$ cat config.mk
export PLATFORM = sky130hd
export DESIGN_NAME = mem_arbiter
export DESIGN_NICKNAME = d
export VERILOG_FILES = /design/src/rtl/mem_arbiter_pkg.sv /design/src/rtl/mem_arbiter.sv
export SDC_FILE = /design/constraint.sdc
export NUM_CORES = 1
export LEC_CHECK = 0
export CORE_MARGIN = 2
export CORE_UTILIZATION = 40
export CTS_BUF_LIST = sky130_fd_sc_hd__clkbuf_8 sky130_fd_sc_hd__clkbuf_16
export DETAILED_ROUTE_END_ITERATION = 8
export PLACE_DENSITY = 0.79
export SLEW_MARGIN = 20
export SYNTH_ARGS = -nofsm -noshare
export SYNTH_HDL_FRONTEND = slang
export SYNTH_SLANG_ARGS = --single-unit
$ cat constraint.sdc
create_clock -name clk -period 2.9 [get_ports clk]
set_input_delay 0.29 -clock clk [delete_from_list [all_inputs] [get_ports clk]]
set_output_delay 0.29 -clock clk [all_outputs]
set_load 0.01 [all_outputs]
$ cat src/rtl/mem_arbiter_pkg.sv
// Shared arbiter definitions: FSM state encodings, visible to trace/monitor code.
// Pure types, no logic.
package mem_arbiter_pkg;

    typedef enum logic [1:0] {
        ARB_IDLE  = 2'd0,
        ARB_GNT_I = 2'd1,
        ARB_GNT_D = 2'd2,
        ARB_RESP  = 2'd3
    } arb_state_t;

endpackage

$ cat src/rtl/mem_arbiter.sv
// Single-port memory arbiter between I-fetch (read-only) and D-port (read/write), fair tie-break.
// Latency: grant one edge after req is seen in IDLE, ack one edge after mem_ack; watchdog aborts stalled grants.
module mem_arbiter
    import mem_arbiter_pkg::*;
#(
    parameter int WIDTH    = 32,
    parameter int TO_WIDTH = 8
) (
    input  logic             clk,
    input  logic             reset,
    input  logic             ic_req,
    input  logic [WIDTH-1:0] ic_addr,
    output logic [WIDTH-1:0] ic_rdata,
    output logic             ic_ack,
    input  logic             dc_req,
    input  logic             dc_we,
    input  logic [WIDTH-1:0] dc_addr,
    input  logic [WIDTH-1:0] dc_wdata,
    output logic [WIDTH-1:0] dc_rdata,
    output logic             dc_ack,
    output logic             bus_err,
    output logic             mem_req,
    output logic             mem_we,
    output logic [WIDTH-1:0] mem_addr,
    output logic [WIDTH-1:0] mem_wdata,
    input  logic [WIDTH-1:0] mem_rdata,
    input  logic             mem_ack
);

    arb_state_t          r_state;
    logic                r_last_d;
    logic                r_owner_d;
    logic [TO_WIDTH-1:0] r_wd;
    logic [TO_WIDTH-1:0] w_wd_next;
    logic                w_pick_d;

    assign w_wd_next = r_wd + {{(TO_WIDTH-1){1'b0}}, 1'b1};
    // D wins unless I is also waiting and D had the previous grant.
    assign w_pick_d  = dc_req && (!ic_req || !r_last_d);

    always_ff @(posedge clk) begin
        if (!reset) begin
            r_state   <= ARB_IDLE;
            r_last_d  <= 1'b0;
            r_owner_d <= 1'b0;
            r_wd      <= '0;
            ic_rdata  <= '0;
            ic_ack    <= 1'b0;
            dc_rdata  <= '0;
            dc_ack    <= 1'b0;
            bus_err   <= 1'b0;
            mem_req   <= 1'b0;
            mem_we    <= 1'b0;
            mem_addr  <= '0;
            mem_wdata <= '0;
        end else begin
            ic_ack  <= 1'b0;
            dc_ack  <= 1'b0;
            bus_err <= 1'b0;
            case (r_state)
                ARB_IDLE: begin
                    if (w_pick_d) begin
                        r_state   <= ARB_GNT_D;
                        r_last_d  <= 1'b1;
                        r_owner_d <= 1'b1;
                        r_wd      <= '0;
                        mem_req   <= 1'b1;
                        mem_we    <= dc_we;
                        mem_addr  <= dc_addr;
                        mem_wdata <= dc_wdata;
                    end else if (ic_req) begin
                        r_state   <= ARB_GNT_I;
                        r_last_d  <= 1'b0;
                        r_owner_d <= 1'b0;
                        r_wd      <= '0;
                        mem_req   <= 1'b1;
                        mem_we    <= 1'b0;
                        mem_addr  <= ic_addr;
                        mem_wdata <= '0;
                    end
                end
                ARB_GNT_I, ARB_GNT_D: begin
                    if (mem_ack) begin
                        r_state <= ARB_RESP;
                        mem_req <= 1'b0;
                        mem_we  <= 1'b0;
                        if (r_owner_d) begin
                            dc_ack <= 1'b1;
                            // A write leaves the last read data visible.
                            if (!mem_we) dc_rdata <= mem_rdata;
                        end else begin
                            ic_ack   <= 1'b1;
                            ic_rdata <= mem_rdata;
                        end
                    end else if (w_wd_next == '1) begin
                        r_state <= ARB_RESP;
                        mem_req <= 1'b0;
                        mem_we  <= 1'b0;
                        bus_err <= 1'b1;
                        if (r_owner_d) begin
                            dc_ack   <= 1'b1;
                            dc_rdata <= '0;
                        end else begin
                            ic_ack   <= 1'b1;
                            ic_rdata <= '0;
                        end
                    end else begin
                        r_wd <= w_wd_next;
                    end
                end
                ARB_RESP: r_state <= ARB_IDLE;
                default:  r_state <= ARB_IDLE;
            endcase
        end
    end

endmodule

== Word level (Yosys, flattened, before mapping) ==
Cells that the tools add are included.

* Flip-flop bits (word level): 144
* Bits of input ports: 134
* Word-level logic and storage cells: 81

* Add/sub/neg operators: 1
* Eq/ne operators: 9
* Multiplexer cells: 39
* Bitwise operators: 3
* Reductions and logical operators: 17

{| class="wikitable"
|+ Operators with widths
! operator !! count
|-
| $mux W32 || 13
|-
| $mux W8 || 4
|-
| $pmux W8 S2 || 1
|-
| $mux W1 || 14
|-
| $add A8 B1 Y8 const B || 1
|-
| $eq A8 B8 Y1 const B || 1
|-
| $mux W2 || 4
|-
| $reduce_and A4 Y1 || 2
|-
| $ne A2 B2 Y1 const B || 3
|-
| $ne A3 B3 Y1 const B || 2
|-
| $pmux W2 S3 || 1
|-
| $reduce_and A2 Y1 || 3
|-
| $reduce_and A3 Y1 || 2
|-
| $reduce_bool A2 Y1 || 3
|-
| $eq A2 B2 Y1 const B || 2
|-
| $pmux W1 S2 || 2
|-
| $not A1 Y1 || 3
|-
| $reduce_or A3 Y1 || 1
|-
| $eq A2 B1 Y1 const B || 1
|-
| $logic_not A1 Y1 || 2
|-
| $logic_not A2 Y1 || 1
|-
| $reduce_or A2 Y1 || 1
|-
| $logic_and A1 B1 Y1 || 1
|-
| $logic_or A1 B1 Y1 || 1
|}

== Logic depth before layout (Yosys ltp) ==
Gate-level depths: netlist of run 1.

* Depth after elaboration: 5
* Mapped depth: 9
* Depth with buffers taken out: 8

== Least setup slack after synthesis of run 1 ==
OpenSTA, ideal clock, no wires.

* Kind: register to register
* From: register r_wd[1]
* To: register ic_rdata[0]
* Data arrival time: 1.994 ns
* Slack: 0.789 ns
* Cell stages (with the launch flop): 9
* Path buffers: 1
* Period minus slack after synthesis: 2.111 ns
* Cells stage by stage: dfxtp_1 > ha_1 > nand3_1 > or3b_2 > o211ai_1 > a21o_2 > a21oi_2 > buf_6 > a22o_1

* Word-level cells in the longest chain between the ends: 4

{| class="wikitable"
|+ Ends and longest elaborated chain
! element !! RTL line !! RTL
|-
| start: declaration || mem_arbiter.sv:33 || <nowiki>logic [TO_WIDTH-1:0] r_wd;</nowiki>
|-
| start signal: assignment || mem_arbiter.sv:108 || <nowiki>r_wd <= w_wd_next;</nowiki>
|-
| $add A8 B1 Y8 || mem_arbiter.sv:37 || <nowiki>assign w_wd_next = r_wd + {{(TO_WIDTH-1){1'b0}}, 1'b1};</nowiki>
|-
| $eq A8 B8 Y1 || mem_arbiter.sv:95 || <nowiki>end else if (w_wd_next == '1) begin</nowiki>
|-
| $reduce_bool A2 Y1 (no source line) || -- ||
|-
| $reduce_and A3 Y1 (no source line) || -- ||
|-
| end signal: assignment || mem_arbiter.sv:93 || <nowiki>ic_rdata <= mem_rdata;</nowiki>
|-
| end: declaration || mem_arbiter.sv:13 || <nowiki>output logic [WIDTH-1:0] ic_rdata,</nowiki>
|}

No other way between the ends.
A chain may end at the register's enable or synchronous reset.

== Worst setup path after layout of run 1 ==
* From: register r_wd[0]
* To: register dc_rdata[3]

* Word-level cells in the longest chain between the ends: 4

{| class="wikitable"
|+ Ends and longest elaborated chain
! element !! RTL line !! RTL
|-
| $add A8 B1 Y8 || mem_arbiter.sv:37 ||
|-
| $eq A8 B8 Y1 || mem_arbiter.sv:95 ||
|-
| $reduce_bool A2 Y1 (no source line) || -- ||
|-
| $reduce_and A4 Y1 (no source line) || -- ||
|-
| end signal: assignment || mem_arbiter.sv:90 || <nowiki>if (!mem_we) dc_rdata <= mem_rdata;</nowiki>
|-
| end: declaration || mem_arbiter.sv:19 || <nowiki>output logic [WIDTH-1:0] dc_rdata,</nowiki>
|}

No other way between the ends.

==> results of run 1 <==
-- power groups by stage --
stage,Combinational (mW),Sequential [mW],Clock (mW)
final,2.66,2.64,2.12
after detailed placement,2.66,2.68,0
after global routing,2.89,2.68,2.26
after CTS,2.67,2.64,2.16
after floorplan,1.18,2.82,0
after global placement,2.60,2.65,0
-- per-stage QoR --
| step | cells | utilization | hold WS (ps) | worst slack [ps] |
|---|---|---|---|---|
| floorplan | 592 | - | 415 | 789 |
| global placement | 998 | 0.626 | 446 | 552 |
| detailed placement | 998 | 0.626 | 463 | 389 |
| CTS | 1029 | 0.669 | 457 | 377 |
| global route | 1029 | 0.669 | 466 | 166 |
| finish | 1029 | 0.669 | 470 | 345 |
-- cells in the final DEF (no fill, tap or decap), types with 2 or more instances in the layout --
cell	n
a22oi_1	35
a211oi_1	32
buf_4	14
ha_1	4
clkinv_2	4
nand2_1	47
and3_1	2
o211ai_1	3
or3_1	4
nor2b_1	2
dfxtp_1	144
clkdlybuf4s50_1	266
clkinvlp_4	2
o31ai_1	2
nor3b_1	2
a22o_1	32
nor2_1	80
a21oi_1	36
clkinv_4	3
a31oi_1	3
clkbuf_16	17
and2_1	2
inv_1	6
mux2i_1	35
nand3_1	5
bufinv_16	2
o21ai_0	39
or4_1	3
-- how the worst max path moves through the flow --
| stage | start | to | slack, ps | cells after the start |
|---|---|---|---|---|
| 2_1_floorplan | r_wd[1] | ic_rdata[0] | 790 | 8 |
| 3_5_place_dp | r_wd[0] | dc_rdata[3] | 390 | 8 |
| 4_1_cts | r_wd[0] | dc_rdata[3] | 380 | 8 |
| 3_3_place_gp | r_wd[0] | dc_rdata[8] | 550 | 8 |
| 6_report | r_wd[0] | dc_rdata[3] | 340 | 8 |
| 5_1_grt | r_wd[0] | dc_rdata[3] | 170 | 8 |
-- layout make-up --
| cell class | count | area [um2] | area share |
|---|---|---|---|
| inverter | 6 | 23.8 | 0.00266 |
| tap | 176 | 220 | 0.0246 |
| clock inverter | 13 | 140 | 0.0157 |
| timing repair buffer | 281 | 2790 | 0.312 |
| clock buffer | 18 | 439 | 0.0491 |
| multi-input combinational | 391 | 2440 | 0.273 |
| sequential | 144 | 2880 | 0.323 |
-- routing by layer --
| metal | wire (um) | part of all wire | global-route usage | up-vias |
|---|---|---|---|---|
| met5 | 0 | 0 | 0 | - |
| met3 | 1500 | 0.090 | 0.0787 | 23 |
| met4 | 378 | 0.023 | 0.0841 | 0 |
| met2 | 8260 | 0.49 | 0.383 | 223 |
| met1 | 6570 | 0.39 | 0.251 | 2498 |
| li1 | - | - | - | 2630 |
-- worst max-delay path, cell delays in order, from the launching register on --
cell and delay, ps:
dfxtp_1 500, ha_1 330, nand3_1 160, or3b_2 490, o211ai_1 150, a31oi_2 230
buf_4 260, o21ai_0 210, a21oi_1 90
-- kinds of logic after synthesis --
group,count (synthesis)
flops,144
buf+inv,57
compound gates,194
simple gates,157
mux,36
fa+ha+maj,4
-- registers in the layout, indices dropped and copies added (netlist names) --
signal and count:
r_wd 8, ic_ack 1, r_owner_d 1, dc_ack 1
mem_req 1, bus_err 1, r_state 2, mem_addr 32
dc_rdata 32, mem_we 1, mem_wdata 32, ic_rdata 32
==> results.md, run 1 <==
- Dpl cell area: around 8400 um2
- Die Y: 122 um
- Share of layout cells above drive strength 1: 0.0680
- Die X: ~120 um
- DP HPWL: approximately 12000 um
- Tcrit/Tclk final: 0.881
- Setup Skew: approximately 8.1 ps
- Gr usage total: 0.221
- Launching element type of the critical path: flop
- Ant. Diodes: 0
- Hold_buf cts: 0
- Cell taking the most area after synthesis: dfxtp_1
- DRC viols: 0
- Initial DRC Count: about 370
- Hold Path Depth: 3
- Synth Area in Simple Gates: 0.123
- Vias in the first global route: around 5100
- Synth Area in XOR/XNOR: 0
- Overall power: around 7.4 mW
- Nets: 979
- Starting Density: 0.414
- Synth Area in Adders: 0.00905
- Worst Path Arrival: ~2800 ps
- Vias/cell: 5.22
- CTS H-Tree Depth: 4
- Root buf cell: clkbuf_16
- HP Start: mem_rdata[24]
- Clock slew at reported path FFs: ~60 ps
- Internal power: about 5.0 mW
- Share of the synthesized area in the top cell type: 0.521
- Top_reg_cell synth: dfxtp_1
- Synthesis Warnings: 0
- Sequential cell area fraction in the yosys report: 0.521
- Wire length of the first global-routing pass: 25800 um
- Max cap viols: 0
- RSZ-0062 raised after global routing: no
- Latest clock arrival within the worst-skew pair: approximately 410 ps
- Net Count, Synth: 730
- Cells after Synth: 592
- CTS tree: yes
- Clock sinks: around 140
- Final Hold Viols: 0
- Final Cell Area: roughly 9000 um2
- Count leader, synth: dfxtp_1
- FF-to-FF End: dc_rdata[3]
- Compound-cell area share of the yosys netlist: 0.238
- Setup bufs post-CTS: 0
- Pwr Density: about 830 nW/um2
- Synth top cells by count: dfxtp_1, nor2_1, nand2_1
- Clock Path Buffers: 2
- Reg2Reg Setup Slack: ~340 ps
- Avg Synthesized Cell Area: around 9.3 um2
- #FFs+latches synth: 144
- Sequential share of power: 0.355
- Die Footprint: between 10000 and 15000 um2
- ANT nets after route: 0
- Via Count: between 5000 and 6000
- GRT overflow: 0
- Fin Setup TNS: 0 ps
- Distinct cell type count after synthesis: 46
- Worst vdd ir: about 0.47 mV
- P_leak: approximately 3.4 nW
- IO Port Bufs: 266
- Mapped Area: about 5500 um2
- Worst R2R Start: r_wd[0]
- Rel. slew slack: 0.462
- Sw Ratio: 0.326
- Net Sw Power: between 2 and 2.5 mW
- Critical Path RT: approximately 3200 ps
- Clock buffer count from CTS: 17
- Placeable core region: 13300 um2
- Post-synth EDFFs: 0
- Clock network power share: 0.286
- Reg2Reg Depth: 8
- Post_cts resized: 0
- DR WL/cell: 16.2 um
- Routed WL: about 17000 um
- Gp weighted congestion: 0.870
- P&R area growth vs syn: 61.5%
- Tightest Hold Check Type: in -> reg
- Min-Delay Endpoint: dc_rdata[24]
- Largest family of logic cells by synthesized area: compound AO/OA/AOI/OAI gates
- Critical Path End Type: flop
- Transition time of the tightest slew-check pin: about 800 ps
- Status: finished clean
- Slew Limit Fails: 0
- Synth area leaders: dfxtp_1, mux2i_1, nor2_1, a22o_1, a22oi_1
- Max FO, Critical Path: 24
- Pre-antenna DRT Iters: 4
- Crit path time final: ~2600 ps
- Largest net degree at the start of global routing: between 60 and 70
- Gate power share: 0.359
- Mux share of post-synthesis cell area: 0.0654
- Fillcell total: roughly 1100
- F_max: 0.391 GHz
- Antenna violations before repair: 0
- I/O pins: between 200 and 300
- Row cnt: 42
- Critical path class: reg -> reg
- Post-synth ARST share: 0
- Final setup viols: 0
Power figures use the tool's default switching activity.
==> run 2: changes to the inputs <==
--- a/config.mk
+++ b/config.mk
@@ -9,7 +9,9 @@
 export CORE_UTILIZATION = 40
 export CTS_BUF_LIST = sky130_fd_sc_hd__clkbuf_8 sky130_fd_sc_hd__clkbuf_16
 export DETAILED_ROUTE_END_ITERATION = 8
+export MAX_ROUTING_LAYER = met4
 export PLACE_DENSITY = 0.79
+export SKIP_LAST_GASP = 1
 export SLEW_MARGIN = 20
 export SYNTH_ARGS = -nofsm -noshare
 export SYNTH_HDL_FRONTEND = slang
==> run 2 against run 1 <==
  * Sequential power is essentially flat
  * Worst hold slack lost 15 ps
  * Sequential share of layout area grew 0.13 points
  * Global-route usage grew 1.0 points
  * Critical path type unchanged
  * Critical endpoint is now dc_rdata[7]
  * Largest power group unchanged
==> results.md, run 2 (synthesis gave the netlist of run 1 again) <==
- M2 GR Usage: 0.392
- Tightest Hold Check Type: in -> reg
- Transition time of the tightest slew-check pin: ~760 ps
- Met3 usage in global routing: 0.0534
- ANT nets after route: 0
- P_leak: between 3 and 4 nW
- Clock slew at reported path FFs: 60 ps
- F_max: approximately 0.38 GHz
- Setup bufs post-CTS: 0
- Max cap viols: 0
- CTS H-Tree Depth: 4
- Pwr Density: between 800 and 900 nW/um2
- Worst vdd ir: between 0.4 and 0.5 mV
- Clock sinks: roughly 140
- Critical Path RT: approximately 3200 ps
- Die X: about 120 um
- Clock Path Buffers: 2
- Dpl cell area: roughly 8300 um2
- Fin Hold WS: roughly 460 ps
- Routed WL: 17200 um
- Pre-CTS WS: between 300 and 400 ps
- Fillcell total: ~1100
- I/O pins: 267
- Status: finished clean
- Antenna violations before repair: 0
- Non-filler instance count after layout: 1030
- Final setup viols: 0
- Placeable core region: about 13000 um2
- Initial DRC Count: ~500
- P&R area growth vs syn: 60.9%
- Launching element type of the critical path: flop
- Share of layout cells above drive strength 1: 0.0691
- Hold_buf cts: 0
- Latest clock arrival within the worst-skew pair: around 420 ps
- Worst Path Arrival: approximately 2900 ps
- Most frequent cells in the layout: clkdlybuf4s50_1, dfxtp_1, nor2_1, nand2_1, o21ai_0
- Max FO, Critical Path: 24
- Overall power: ~7.3 mW
- RSZ-0062 raised after global routing: no
- GRT overflow: 0
- Ant. Diodes: 0
- Post_cts resized: 0
- Hold Path Depth: 3
- Tcrit/Tclk final: 0.907
- Critical Path End Type: flop
- Gr usage total: 0.232
- IO Port Bufs: ~270
- Via Count: roughly 5500
- Vias in the first global route: ~5300
- Dpl cells: between 900 and 1000
- Largest net degree at the start of global routing: 66
- Pre-antenna DRT Iters: 8
- DP HPWL: approximately 12000 um
- Critical path class: reg -> reg
- Root buf cell: clkbuf_16
- Reg2Reg Depth: 8
- Final Hold Viols: 0
- DRC viols: 0
- Final setup margin: 269 ps
- Rel. slew slack: 0.487
- Commonest non-fill, non-tap cell in the layout: clkdlybuf4s50_1
- Slew Limit Fails: 0
- Most crowded layer after global routing: met2
- Vias/cell: around 5.3
- Die Footprint: between 10000 and 15000 um2
- Clock buffer count from CTS: 17
- Die Y: 122 um
- Setup Skew: 9.21 ps
- Met1 GRT Util: 0.264
- CTS tree: yes
- Fin Setup TNS: 0 ps
- Gp weighted congestion: 0.843
- Wire length of the first global-routing pass: about 26000 um
- DR WL/cell: approximately 17 um
- Crit path time final: 2630 ps
- Nets: approximately 980
- Starting Density: 0.414
- Final core occ: 0.667
- Final Cell Area: 8900 um2
- Row cnt: 42
## run 2: cell count changes in the layout (fill, tap and decap cells not counted)
cell        change
clkinv_2        -2
bufinv_16       -2
buf_12          -1
clkinv_4        +1
clkinvlp_4      +1
inv_6           +2
buf_4           +1
clkinv_8        +1
inv_8           +1
clkbuf_8        -1
## run 2: worst paths after layout
| kind | slack, ps | startpoint | endpoint |
|---|---|---|---|
| setup reg to reg | 270 | r_wd[0] | dc_rdata[7] |
| setup / recovery | 270 | r_wd[0] | dc_rdata[7] |
| hold reg to reg | 470 | r_state[0] | r_state[0] |
| hold / removal | 460 | mem_rdata[24] | dc_rdata[24] |
## run 2: cell type report
class	count	area, um2	area share
Multi-Input combinational cell	391	2440	0.274
Timing Repair Buffer	281	2780	0.312
Clock buffer	17	425	0.0478
Sequential cell	144	2880	0.324
Clock inverter	15	131	0.0148
Inverter	6	23.8	0.00267
Tap cell	176	220	0.0247
## run 2: power by group
| group | leakage, nW | total, mW | internal [mW] | switching (mW) |
|---|---|---|---|---|
| combinational | 1.89 | 2.66 | 1.31 | 1.35 |
| clock | 0.268 | 2.02 | 1.12 | 0.898 |
| sequential | 1.18 | 2.65 | 2.40 | 0.245 |
## run 2: critical path, cell delays in order (launching register included)
cell and delay (ps):
dfxtp_1 510, ha_1 310, nand3_1 150, or3b_2 490
o211ai_1 150, a31oi_2 230, buf_4 260, o21ai_0 260
a21oi_1 110
## run 2: metal layers
layer  wire [um]  vias up
met5           0        -
met4         514        0
met3        1290       33
met2        8460      255
met1        6900     2546
li1            -     2639
